### config.mk
export PLATFORM = sky130hd
export DESIGN_NAME = clk_div_cfg_ctrl
export DESIGN_NICKNAME = d
export VERILOG_FILES = /design/src/rtl/clk_div_cfg_pkg.sv /design/src/rtl/clk_div_cfg_tmo.sv /design/src/rtl/clk_div_cfg_ctrl.sv
export SDC_FILE = /design/constraint.sdc
export NUM_CORES = 1
export LEC_CHECK = 0
export ABC_AREA = 1
export CORE_ASPECT_RATIO = 0.9
export CORE_MARGIN = 10
export CORE_UTILIZATION = 35
export DETAILED_ROUTE_END_ITERATION = 12
export DONT_BUFFER_PORTS = 1
export SKIP_CTS_REPAIR_TIMING = 1
export SLEW_MARGIN = 25
export SYNTH_ARGS = -nofsm -noshare
export SYNTH_HDL_FRONTEND = slang
export SYNTH_SLANG_ARGS = --single-unit
### constraint.sdc
create_clock -name clk_i -period 2.9 [get_ports clk_i]
set_input_delay 0.29 -clock clk_i [delete_from_list [all_inputs] [get_ports clk_i]]
set_output_delay 0.29 -clock clk_i [all_outputs]
set_load 0.005 [all_outputs]
### src/rtl/clk_div_cfg_pkg.sv
// Shared types and default constants for the divider reconfiguration controller.
// The optional settle timeout is enabled by defining CLK_DIV_CFG_TIMEOUT_EN.
package clk_div_cfg_pkg;

    // Controller states: IDLE accepts requests, GATE holds the clock enable low,
    // LOAD presents the new divisor, SETTLE waits for the divider to lock.
    typedef enum logic [1:0] {
        ST_IDLE   = 2'd0,
        ST_GATE   = 2'd1,
        ST_LOAD   = 2'd2,
        ST_SETTLE = 2'd3
    } cfg_state_e;

    localparam int unsigned DIV_VALUE_WIDTH_DEF = 32'd32;
    localparam int unsigned DEF_DIV_DEF         = 32'd2;
    localparam int unsigned GATE_CYCLES_DEF     = 32'd2;
    localparam int unsigned TIMEOUT_CYCLES_DEF  = 32'd1024;

endpackage

### src/rtl/clk_div_cfg_tmo.sv
// Settle-timeout counter for clk_div_cfg_ctrl. Counts consecutive cycles in
// which the controller is waiting for the divider; reports the cycle that
// reaches TIMEOUT_CYCLES. Only instantiated when CLK_DIV_CFG_TIMEOUT_EN is defined.
module clk_div_cfg_tmo
    import clk_div_cfg_pkg::*;
#(
    parameter int unsigned TIMEOUT_CYCLES = TIMEOUT_CYCLES_DEF
) (
    input  logic clk,
    input  logic rst_n,
    input  logic run,
    output logic expired
);

    localparam int unsigned CNT_W = (TIMEOUT_CYCLES > 32'd1) ? $clog2(TIMEOUT_CYCLES) : 32'd1;
    localparam logic [CNT_W-1:0] CNT_LAST_C = CNT_W'(TIMEOUT_CYCLES - 32'd1);

    logic [CNT_W-1:0] cnt_r;
    logic             hit_s;

    // Flag the waiting cycle that completes the timeout window.
    always_comb begin
        hit_s = 1'b0;
        if (run && (cnt_r == CNT_LAST_C)) begin
            hit_s = 1'b1;
        end else begin
            hit_s = 1'b0;
        end
    end

    // Count waiting cycles; restart whenever waiting stops or the window expires.
    always_ff @(posedge clk) begin
        if (!rst_n) begin
            cnt_r <= {CNT_W{1'b0}};
        end else if (run && !hit_s) begin
            cnt_r <= cnt_r + CNT_W'(1);
        end else begin
            cnt_r <= {CNT_W{1'b0}};
        end
    end

    assign expired = hit_s;

endmodule

### src/rtl/clk_div_cfg_ctrl.sv
// Divider reconfiguration controller: accepts an even divisor request, gates
// the downstream clock, hands the registered divisor to the divider and
// re-enables the clock once the divider reports a stable output.
// Optional feature macro: CLK_DIV_CFG_TIMEOUT_EN (settle timeout, sticky timeout_o).
module clk_div_cfg_ctrl
    import clk_div_cfg_pkg::*;
#(
    parameter int unsigned DIV_VALUE_WIDTH = DIV_VALUE_WIDTH_DEF,
    parameter int unsigned DEF_DIV         = DEF_DIV_DEF,
    parameter int unsigned GATE_CYCLES     = GATE_CYCLES_DEF,
    parameter int unsigned TIMEOUT_CYCLES  = TIMEOUT_CYCLES_DEF
) (
    input  logic                       clk_i,
    input  logic                       rst_n_i,
    input  logic [DIV_VALUE_WIDTH-1:0] req_div_i,
    input  logic                       req_valid_i,
    output logic                       req_ready_o,
    output logic [DIV_VALUE_WIDTH-1:0] div_o,
    output logic                       div_valid_o,
    input  logic                       div_ready_i,
    input  logic                       div_done_i,
    output logic                       clk_en_o,
    output logic                       cfg_done_o,
    output logic                       err_o,
    output logic                       timeout_o
);

    localparam logic [DIV_VALUE_WIDTH-1:0] MIN_DIV_C = DIV_VALUE_WIDTH'(2);
    localparam logic [DIV_VALUE_WIDTH-1:0] DEF_DIV_C = DIV_VALUE_WIDTH'(DEF_DIV);
    localparam int unsigned GATE_CNT_W = (GATE_CYCLES > 32'd1) ? $clog2(GATE_CYCLES) : 32'd1;
    localparam logic [GATE_CNT_W-1:0] GATE_LAST_C = GATE_CNT_W'(GATE_CYCLES - 32'd1);

    // The downstream divider only supports even ratios of two or more.
    function automatic logic div_is_legal(input logic [DIV_VALUE_WIDTH-1:0] value);
        div_is_legal = (value >= MIN_DIV_C) && (value[0] == 1'b0);
    endfunction

    cfg_state_e                 state_r;
    logic [DIV_VALUE_WIDTH-1:0] div_r;
    logic [DIV_VALUE_WIDTH-1:0] pend_r;
    logic [GATE_CNT_W-1:0]      gate_cnt_r;
    logic                       div_valid_r;
    logic                       clk_en_r;
    logic                       cfg_done_r;
    logic                       err_r;
    logic                       req_ready_s;

    // Requests are only accepted while idle; anything else stalls the requester.
    always_comb begin
        req_ready_s = 1'b0;
        if (state_r == ST_IDLE) begin
            req_ready_s = 1'b1;
        end else begin
            req_ready_s = 1'b0;
        end
    end

`ifdef CLK_DIV_CFG_TIMEOUT_EN
    logic tmo_run_s;
    logic tmo_hit_s;
    logic timeout_r;

    // The timeout window runs only while waiting for a lock that has not arrived.
    always_comb begin
        tmo_run_s = 1'b0;
        if ((state_r == ST_SETTLE) && !div_done_i) begin
            tmo_run_s = 1'b1;
        end else begin
            tmo_run_s = 1'b0;
        end
    end

    clk_div_cfg_tmo #(
        .TIMEOUT_CYCLES (TIMEOUT_CYCLES)
    ) u_tmo (
        .clk     (clk_i),
        .rst_n   (rst_n_i),
        .run     (tmo_run_s),
        .expired (tmo_hit_s)
    );

    assign timeout_o = timeout_r;
`else
    assign timeout_o = 1'b0;
`endif

    // Reconfiguration sequencer; every output it drives is a flop.
    always_ff @(posedge clk_i) begin
        if (!rst_n_i) begin
            state_r     <= ST_SETTLE;
            div_r       <= DEF_DIV_C;
            pend_r      <= DEF_DIV_C;
            gate_cnt_r  <= {GATE_CNT_W{1'b0}};
            div_valid_r <= 1'b0;
            clk_en_r    <= 1'b0;
            cfg_done_r  <= 1'b0;
            err_r       <= 1'b0;
`ifdef CLK_DIV_CFG_TIMEOUT_EN
            timeout_r   <= 1'b0;
`endif
        end else begin
            cfg_done_r <= 1'b0;
            err_r      <= 1'b0;
            case (state_r)
                ST_IDLE: begin
                    if (req_valid_i) begin
                        if (!div_is_legal(req_div_i)) begin
                            err_r <= 1'b1;
                        end else if (req_div_i == div_r) begin
                            // Already running at this ratio: nothing to reload.
                            cfg_done_r <= 1'b1;
                        end else begin
                            pend_r     <= req_div_i;
                            clk_en_r   <= 1'b0;
                            gate_cnt_r <= {GATE_CNT_W{1'b0}};
                            state_r    <= ST_GATE;
`ifdef CLK_DIV_CFG_TIMEOUT_EN
                            timeout_r  <= 1'b0;
`endif
                        end
                    end
                end
                ST_GATE: begin
                    if (gate_cnt_r == GATE_LAST_C) begin
                        div_r       <= pend_r;
                        div_valid_r <= 1'b1;
                        state_r     <= ST_LOAD;
                    end else begin
                        gate_cnt_r <= gate_cnt_r + GATE_CNT_W'(1);
                    end
                end
                ST_LOAD: begin
                    if (div_ready_i) begin
                        div_valid_r <= 1'b0;
                        state_r     <= ST_SETTLE;
                    end
                end
                ST_SETTLE: begin
                    if (div_done_i) begin
                        clk_en_r   <= 1'b1;
                        cfg_done_r <= 1'b1;
                        state_r    <= ST_IDLE;
`ifdef CLK_DIV_CFG_TIMEOUT_EN
                    end else if (tmo_hit_s) begin
                        // Give up: leave the clock gated and report it.
                        timeout_r <= 1'b1;
                        state_r   <= ST_IDLE;
`endif
                    end
                end
                default: begin
                    div_valid_r <= 1'b0;
                    clk_en_r    <= 1'b0;
                    state_r     <= ST_SETTLE;
                end
            endcase
        end
    end

    assign req_ready_o = req_ready_s;
    assign div_o       = div_r;
    assign div_valid_o = div_valid_r;
    assign clk_en_o    = clk_en_r;
    assign cfg_done_o  = cfg_done_r;
    assign err_o       = err_r;

endmodule

==> results.md, run 1 <==
- Worst Path Arrival: about 2.2 ns
- Count of pins over their slew limit: 0
- Via density: between 4 and 5
- Mapped Area: 3278 um^2
- Synthesized Nets: approximately 500
- CTS tree: built
- Sw Ratio: 0.2928
- Main combinational cell family by area after synthesis: simple AND/OR/NAND/NOR gates
- Chip width: approximately 120 um
- Clk sinks: ~70
- Row Count: 33
- Slew @ Worst Pin: 0.8671 ns
- Synthesis-stage register bit count: just over 70
- H-tree depth: 3
- Setup Slack @ Placement: ~0.9 ns
- Top Ports: 75
- Critical path endpoint category: flip-flop
- Gr usage total: 0.1258
- CP startpoint kind: flip-flop
- Clock share of power: 0.357
- Setup_tns: 0 ns
- Period utilisation layout: 0.6830
- Detailed Routing Iterations Pass 1: 4
- Core area: 9125 um^2
- Final Non-Filler Cells: 591
- Yosys cell types: 27
- Maxcap violations: 0
- VDD IR-drop max: 332.8 uV
- Reg clk slew, reported paths: about 0.07 ns
- Area growth from synthesis to layout: 8.359%
- EDFF count, synth: 0
- Worst hold stages: 1
- Worst min-delay path startpoint: rst_n_i
- Post-synth top area share: 0.4336
- R2r endpoint: pend_r[27]
- Flop-to-flop setup slack: around 0.9 ns
- Clock Tree Buf Depth: 2
- Gate power share: 0.190
- Setup WS post-layout: around 0.92 ns
- P_int: 1852 uW
- Die Y: approximately 110 um
- Share of cells above drive strength 1: 0.05757
- Wirelength per Cell: 14.34 um
- DR vias: 2,712
- Sw power: 766.5 uW
- Post-synthesis mux area share: 0
- Final setup vio count: 0
- Global-route wire length before repair: approximately 14,000 um
- Relative slew margins: 0.4213
- WL final: roughly 8500 um
- Reg2reg path depth: 10
- Clk_skew: 0.01073 ns
- Die area: about 14,000 um^2
- Pwr/cell area: between 700 and 800 nW/um^2
- WS Path Type: reg2reg
- Leak: between 0.001 and 0.0015 uW
- Worst EP required: around 3.1 ns
- Final ANT Viol Nets: 0
- Total grt overflow: 0
- Layout Utilization: 0.3893
- Simple-Gate Fraction of Synth Area: 0.2771
- DRC: 0
- Peak Freq: slightly above 0.5 GHz
- Root Driver: clkbuf_8
- Worst hold path type: in2reg
- Post-layout min period: between 1.5 and 2 ns
- Sequential area share after synthesis: 0.4336
- # placed instances: roughly 580
- DP Wirelength: ~6200 um
- Hold_ws: about 0.044 ns
- Synth Area in Compound Gates: 0.1267
- Final Hold Fails: 0
- Hold Crit Endpoint: state_r[1]
- Syn avg cell area: between 6 and 7 um^2
- Worst-path fanout max: 36
- Predominant post-synthesis flop cell: dfxtp_1
- Worst r2r src: div_o[30]
- Most frequent cells in the layout: nor2_1, nand2_1, dfxtp_1, o21ai_0, inv_1
- Initial Utilization: 0.3592
- Largest cells by area after synthesis: dfxtp_1, nor2_1, nand2_1
- Syn. warnings: 0
- Post-synth ARST share: 0
- Filler cell count: 965
- Pin count of the biggest net entering global routing: just under 70
- Area leader, netlist: dfxtp_1
- Commonest non-fill, non-tap cell in the layout: nor2_1
- Num CTS Buffers: 9
- Clock latency on the worst-skew pair: between 0.3 and 0.4 ns
- Worst Setup SP: div_o[30]
- Synth Area in XOR/XNOR: 0.05611
- Synth Instances: between 400 and 500
- Post-synthesis adder-cell area fraction: 0.01527
- Nets: just over 500
- Sequential Power Share: 0.452
- Iter 0 DRT Violations: 169
- Gpl congestion: 0.7945
- Port Buffers: 0
- Status: finished, final reports clean
- Inserted Diodes: 0
- RSZ-0062 raised after global routing: no
- Initial antenna violation count: 0
- Vias in the first global route: roughly 2,600
[power groups by stage]
stage	clock network (uW)	logic, uW	registers, uW
finish	935	498	1180
CTS	965	505	1190
global placement	0	489	1210
floorplan	0	425	1180
detailed placement	0	501	1210
global route	1010	590	1200
[per-layer routing]
| metal | up-vias | global-route usage | routed length, um |
|---|---|---|---|
| met3 | 9 | 0.07222 | 1021 |
| met1 | 1192 | 0.1487 | 3797 |
| li1 | 1443 | - | - |
| met2 | 68 | 0.1894 | 3554 |
| met4 | 0 | 0.03495 | 98 |
| met5 | - | 0 | 0 |
[cell usage after synthesis (2+ instances only)]
cell type and instances:
buf_6 5, ha_1 4, nand3_1 6, o21ai_0 44, nand4_1 3, inv_2 4, nand2_1 82, o211ai_1 2
clkbuf_1 13, inv_1 41, nor2_1 130, xnor2_1 21, buf_4 2, and2_1 2, dfxtp_1 71, o21ai_1 18
a21oi_1 15
[worst max path at each step]
stage	end	slack, ns	depth (start not counted)
after floorplan	pend_r[5]	1.49	8
after global placement	pend_r[18]	0.95	10
after detailed placement	pend_r[27]	0.90	10
after CTS	pend_r[27]	0.89	10
after global routing	pend_r[3]	0.64	10
final	pend_r[27]	0.92	10
[logic make-up (layout without fill, tap and decap cells)]
logic type | Yosys count | after routing
AO/OA/AOI/OAI | 81 | 81
XOR/XNOR | 21 | 21
adder cells (fa/ha/maj) | 4 | 4
buffers and inverters | 66 | 62
flip-flops | 71 | 71
other | 1 | 1
AND/OR/NAND/NOR | 229 | 229
[state kept, by name, summed over array words and instances (netlist names)]
register / count
state_r: 2
div_valid_o: 1
err_o: 1
div_o: 32
pend_r: 32
cfg_done_o: 1
clk_en_o: 1
gate_cnt_r: 1
[final cells by class]
cell class                 instances  area [um^2]  area share
clock inverter                     6        110.1     0.03100
tap                              122        152.6     0.04297
sequential                        71         1421      0.4001
clock buffer                       9        123.9     0.03487
inverter                          46        175.2     0.04931
multi-input combinational        336         1562      0.4396
timing repair buffer               1        7.507    0.002113
[through the flow]
stage	instance area (um^2)	total power [uW]
after floorplan	3278	1604
after global placement	3318	1697
after detailed placement	3318	1714
after CTS	3552	2660
after global routing	3552	2801
final	3552	2618
[worst max-delay path: stages, from the launching register on]
cell,delay (ns)
dfxtp_1,0.36
xnor2_1,0.26
nand2_1,0.08
nor2_1,0.10
nand2_1,0.06
nor2_1,0.13
nand2_1,0.11
nand2_4,0.33
inv_4,0.22
nor2_1,0.16
nor2_1,0.06
No activity file was read; power rests on OpenSTA's default activity.
==> inputs of run 2 (changes only) <==
Settings changed: ABC_AREA 1 to 0.
Clock period 2.9 ns to 2 ns, I/O delays scaled along.
==> results.md, run 2 <==
- Status: finished, violations left (was finished, final reports clean)
- Failing checks: negative hold slack
- Pin count of the biggest net entering global routing: 38 (was 69)
- Count of pins over their slew limit: 0 (unchanged)
- CTS tree: built (unchanged)
- WL final: 9145 um (was 8472 um)
- Final setup vio count: 0 (unchanged)
- Port Buffers: 0 (unchanged)
- Syn. warnings: 0 (unchanged)
- DP Wirelength: 6713 um (was 6217 um)
- Post-layout min period: 1.947 ns (was 1.981 ns)
- Via density: 4.988 (was 4.589)
- Final ANT Viol Nets: 0 (unchanged)
- Gr usage total: 0.1384 (was 0.1258)
- Final Hold Fails: 1 (was 0)
- Nets: 431 (was 506)
- Synthesis-stage register bit count: 71 (unchanged)
- Num CTS Buffers: 9 (unchanged)
- Pwr/cell area: 913.7 nW/um^2 (was 737.0 nW/um^2)
- Commonest non-fill, non-tap cell in the layout: nand2_1 (was nor2_1)
- Most used routing layer: met2 (unchanged)
- Post-synth ARST share: 0 (unchanged)
- Synth top cells by count: dfxtp_1, nand2_1, nor2_1 (was nor2_1, nand2_1, dfxtp_1)
- Peak Freq: 0.5137 GHz (was 0.5048 GHz)
- Worst Path Arrival: 2.17 ns (was 2.22 ns)
- Clk_skew: 0.007302 ns (was 0.01073 ns)
- # placed instances: 490 (was 576)
- Root Driver: clkbuf_8 (unchanged)
- Global-route wire length before repair: 14,150 um (was 13,550 um)
- Hold Crit Endpoint: pend_r[11] (was state_r[1])
- Inserted Diodes: 0 (unchanged)
- R2r endpoint: pend_r[21] (was pend_r[27])
- Filler cell count: 853 (was 965)
- Worst r2r src: div_o[7] (was div_o[30])
- Final Non-Filler Cells: 514 (was 591)
- Area growth from synthesis to layout: 27.08% (was 8.359%)
- Total grt overflow: 0 (unchanged)
- Gate power share: 0.148 (was 0.190)
- Clock latency on the worst-skew pair: 0.35 ns (about the same)
- VDD IR-drop max: 450.5 uV (was 332.8 uV)
- Die area: 12,920 um^2 (was 13,640 um^2)
- DRC: 0 (unchanged)
- Largest cells by area after synthesis: dfxtp_1, mux2i_1, xnor2_1 (was dfxtp_1, nor2_1, nand2_1)
- Top Ports: 75 (unchanged)
- Worst hold path type: in2reg (unchanged)
- Met1 GRT Util: 0.1531 (was 0.1487)
- Predominant post-synthesis flop cell: dfxtp_1 (unchanged)
- Syn avg cell area: 8.791 um^2 (was 6.931 um^2)
- H-tree depth: 3 (unchanged)
- P_int: 2659 uW (was 1852 uW)
- Worst-path fanout max: 8 (was 36)
- Most frequent cells in the layout: nand2_1, dfxtp_1, nor2_1, buf_4, a21oi_1 (was nor2_1, nand2_1, dfxtp_1, o21ai_0, inv_1)
- Sequential area share after synthesis: 0.4633 (was 0.4336)
- Worst path cell trace: xnor2_1, nand4_1, nor4_4, a211oi_4, clkbuf_16, mux2i_1, nor2_1 (was xnor2_1, nand2_1, nor2_1, nand2_1, nor2_1, nand2_1, nand2_4, inv_4, nor2_1, nor2_1)
- Hold_ws: -0.0004013 ns (was 0.04383 ns)
- Core area: 8568 um^2 (was 9125 um^2)
- WS Path Type: reg2reg (unchanged)
- Relative slew margins: 0.6212 (was 0.4213)
- Reg clk slew, reported paths: 0.08 ns (was 0.07 ns)
- Slew @ Worst Pin: 0.5663 ns (was 0.8671 ns)
- Clock Tree Buf Depth: 2 (unchanged)
- EDFF count, synth: 0 (unchanged)
- Wirelength per Cell: 17.79 um (was 14.34 um)
- Setup WS post-layout: 0.05315 ns (was 0.9192 ns)
- Period utilisation layout: 0.9734 (was 0.6830)
- Post-synth top area share: 0.4633 (was 0.4336)
- Synthesized Nets: 390 (was 514)
- Iter 0 DRT Violations: 172 (was 169)
- Sw power: 903.0 uW (was 766.5 uW)
- Leak: 0.001377 uW (was 0.001427 uW)
- Met3 usage: 0.07752 (was 0.07222)
- Flop-to-flop setup slack: 0.05 ns (was 0.92 ns)
- Die Y: 108.8 um (was 111.8 um)
- Layout Utilization: 0.4550 (was 0.3893)
- DR vias: 2,564 (was 2,712)
- Area leader, netlist: dfxtp_1 (unchanged)
- Max incr delay on CP: 0.54 ns (was 0.36 ns)
- Row Count: 32 (was 33)
- Sw Ratio: 0.2535 (was 0.2928)
- Initial Utilization: 0.3581 (was 0.3592)
- Critical path endpoint category: flip-flop (unchanged)
- Reg2reg path depth: 7 (was 10)
- Worst EP required: 2.23 ns (was 3.14 ns)
- Clock share of power: 0.421 (was 0.357)
- Vias in the first global route: 2,574 (was 2,629)
- Clk sinks: 71 (unchanged)
- Chip width: 118.7 um (was 122.0 um)
- Maxcap violations: 0 (unchanged)
- Met2 Track Usage GR: 0.2230 (was 0.1894)
- Share of cells above drive strength 1: 0.1975 (was 0.05757)
- Synth Instances: 349 (was 473)
- Setup Slack @ Placement: 0.07668 ns (was 0.9018 ns)
- Sequential Power Share: 0.431 (was 0.452)
- Mapped Area: 3068 um^2 (was 3278 um^2)
- Slowest CP cell: a211oi_4 (was dfxtp_1)
- Setup_tns: 0 ns (unchanged)
- Worst hold stages: 2 (was 1)
- CP startpoint kind: flip-flop (unchanged)
- Detailed Routing Iterations Pass 1: 4 (unchanged)
- Gpl congestion: 0.8593 (was 0.7945)
- Yosys cell types: 30 (was 27)
- Initial antenna violation count: 0 (unchanged)
- Worst min-delay path startpoint: req_div_i[11] (was rst_n_i)
-- run 2: cell types whose count changed after synthesis, sizes merged, moves of 11 or more --
cell,before,now
mux2i,0,32
nor2,132,39
xnor2,21,32
inv,46,7
o21ai,62,4
nand2,83,71
a21oi,16,35
-- run 2: cell type report --
cell class | count | area [um^2] | area share
clock inverters | 6 | 132.6 | 0.03402
repair buffers | 49 | 430.4 | 0.1104
multi-input cells | 252 | 1597 | 0.4095
well taps | 119 | 148.9 | 0.03819
flip-flops and latches | 71 | 1436 | 0.3684
inverters | 7 | 26.28 | 0.006739
clock buffers | 10 | 127.6 | 0.03273
-- run 2: cells by family (layout without fill, tap and decap cells) --
kind of cell	Yosys count	in the layout	synth area share
AO/OA/AOI/OAI	47	47	0.09258
XOR/XNOR	32	32	0.09135
adder cells (fa/ha/maj)	4	4	0.01631
buffers and inverters	26	72	0.04038
flip-flops	71	71	0.4633
multiplexers	32	32	0.1044
other	1	1	0.001222
AND/OR/NAND/NOR	136	136	0.1905
-- run 2: how the worst max path moves through the flow --
stage | start | to | slack [ns] | cells past startpoint
2_1_floorplan | div_o[29] | state_r[0] | 0.26 | 7
3_3_place_gp | div_o[29] | pend_r[18] | 0.13 | 8
3_5_place_dp | div_o[25] | pend_r[18] | 0.08 | 8
4_1_cts | div_o[25] | pend_r[24] | 0.02 | 8
5_1_grt | div_o[21] | pend_r[15] | -0.02 | 7
6_report | div_o[7] | pend_r[21] | 0.05 | 7
-- run 2: critical path, delay by kind of cell, from the launching register on --
family	cells	cell delay, ns
AOI/OAI and AO/OA	1	0.54
DFF	1	0.32
and+or+nand+nor	3	0.31
buffers and inverters	1	0.28
muxes	1	0.18
xor gates and xnor gates	1	0.17
-- run 2: stage by stage --
stage	hold WS [ns]	instance area, um^2	total power (uW)
6_report	-0.0004013	3899	3562
5_1_grt	0.004280	3899	3698
4_1_cts	-0.1009	3712	3565
3_5_place_dp	0.2693	3452	2066
3_3_place_gp	0.2653	3452	2058
2_1_floorplan	0.3284	3068	1931
-- run 2: power by group through the flow --
stage               combinational [uW]  clock [uW]  sequential, uW
finish                             528        1500            1540
global route                       582        1570            1550
CTS                                497        1530            1540
detailed placement                 494           0            1570
global placement                   488           0            1570
floorplan                          377           0            1550
-- run 2: per-layer routing --
layer,vias up,routed length (um),share of wire
met4,0,170,0.019
met2,96,4261,0.47
li1,1252,-,-
met5,-,0,0
met3,13,1036,0.11
met1,1203,3677,0.40
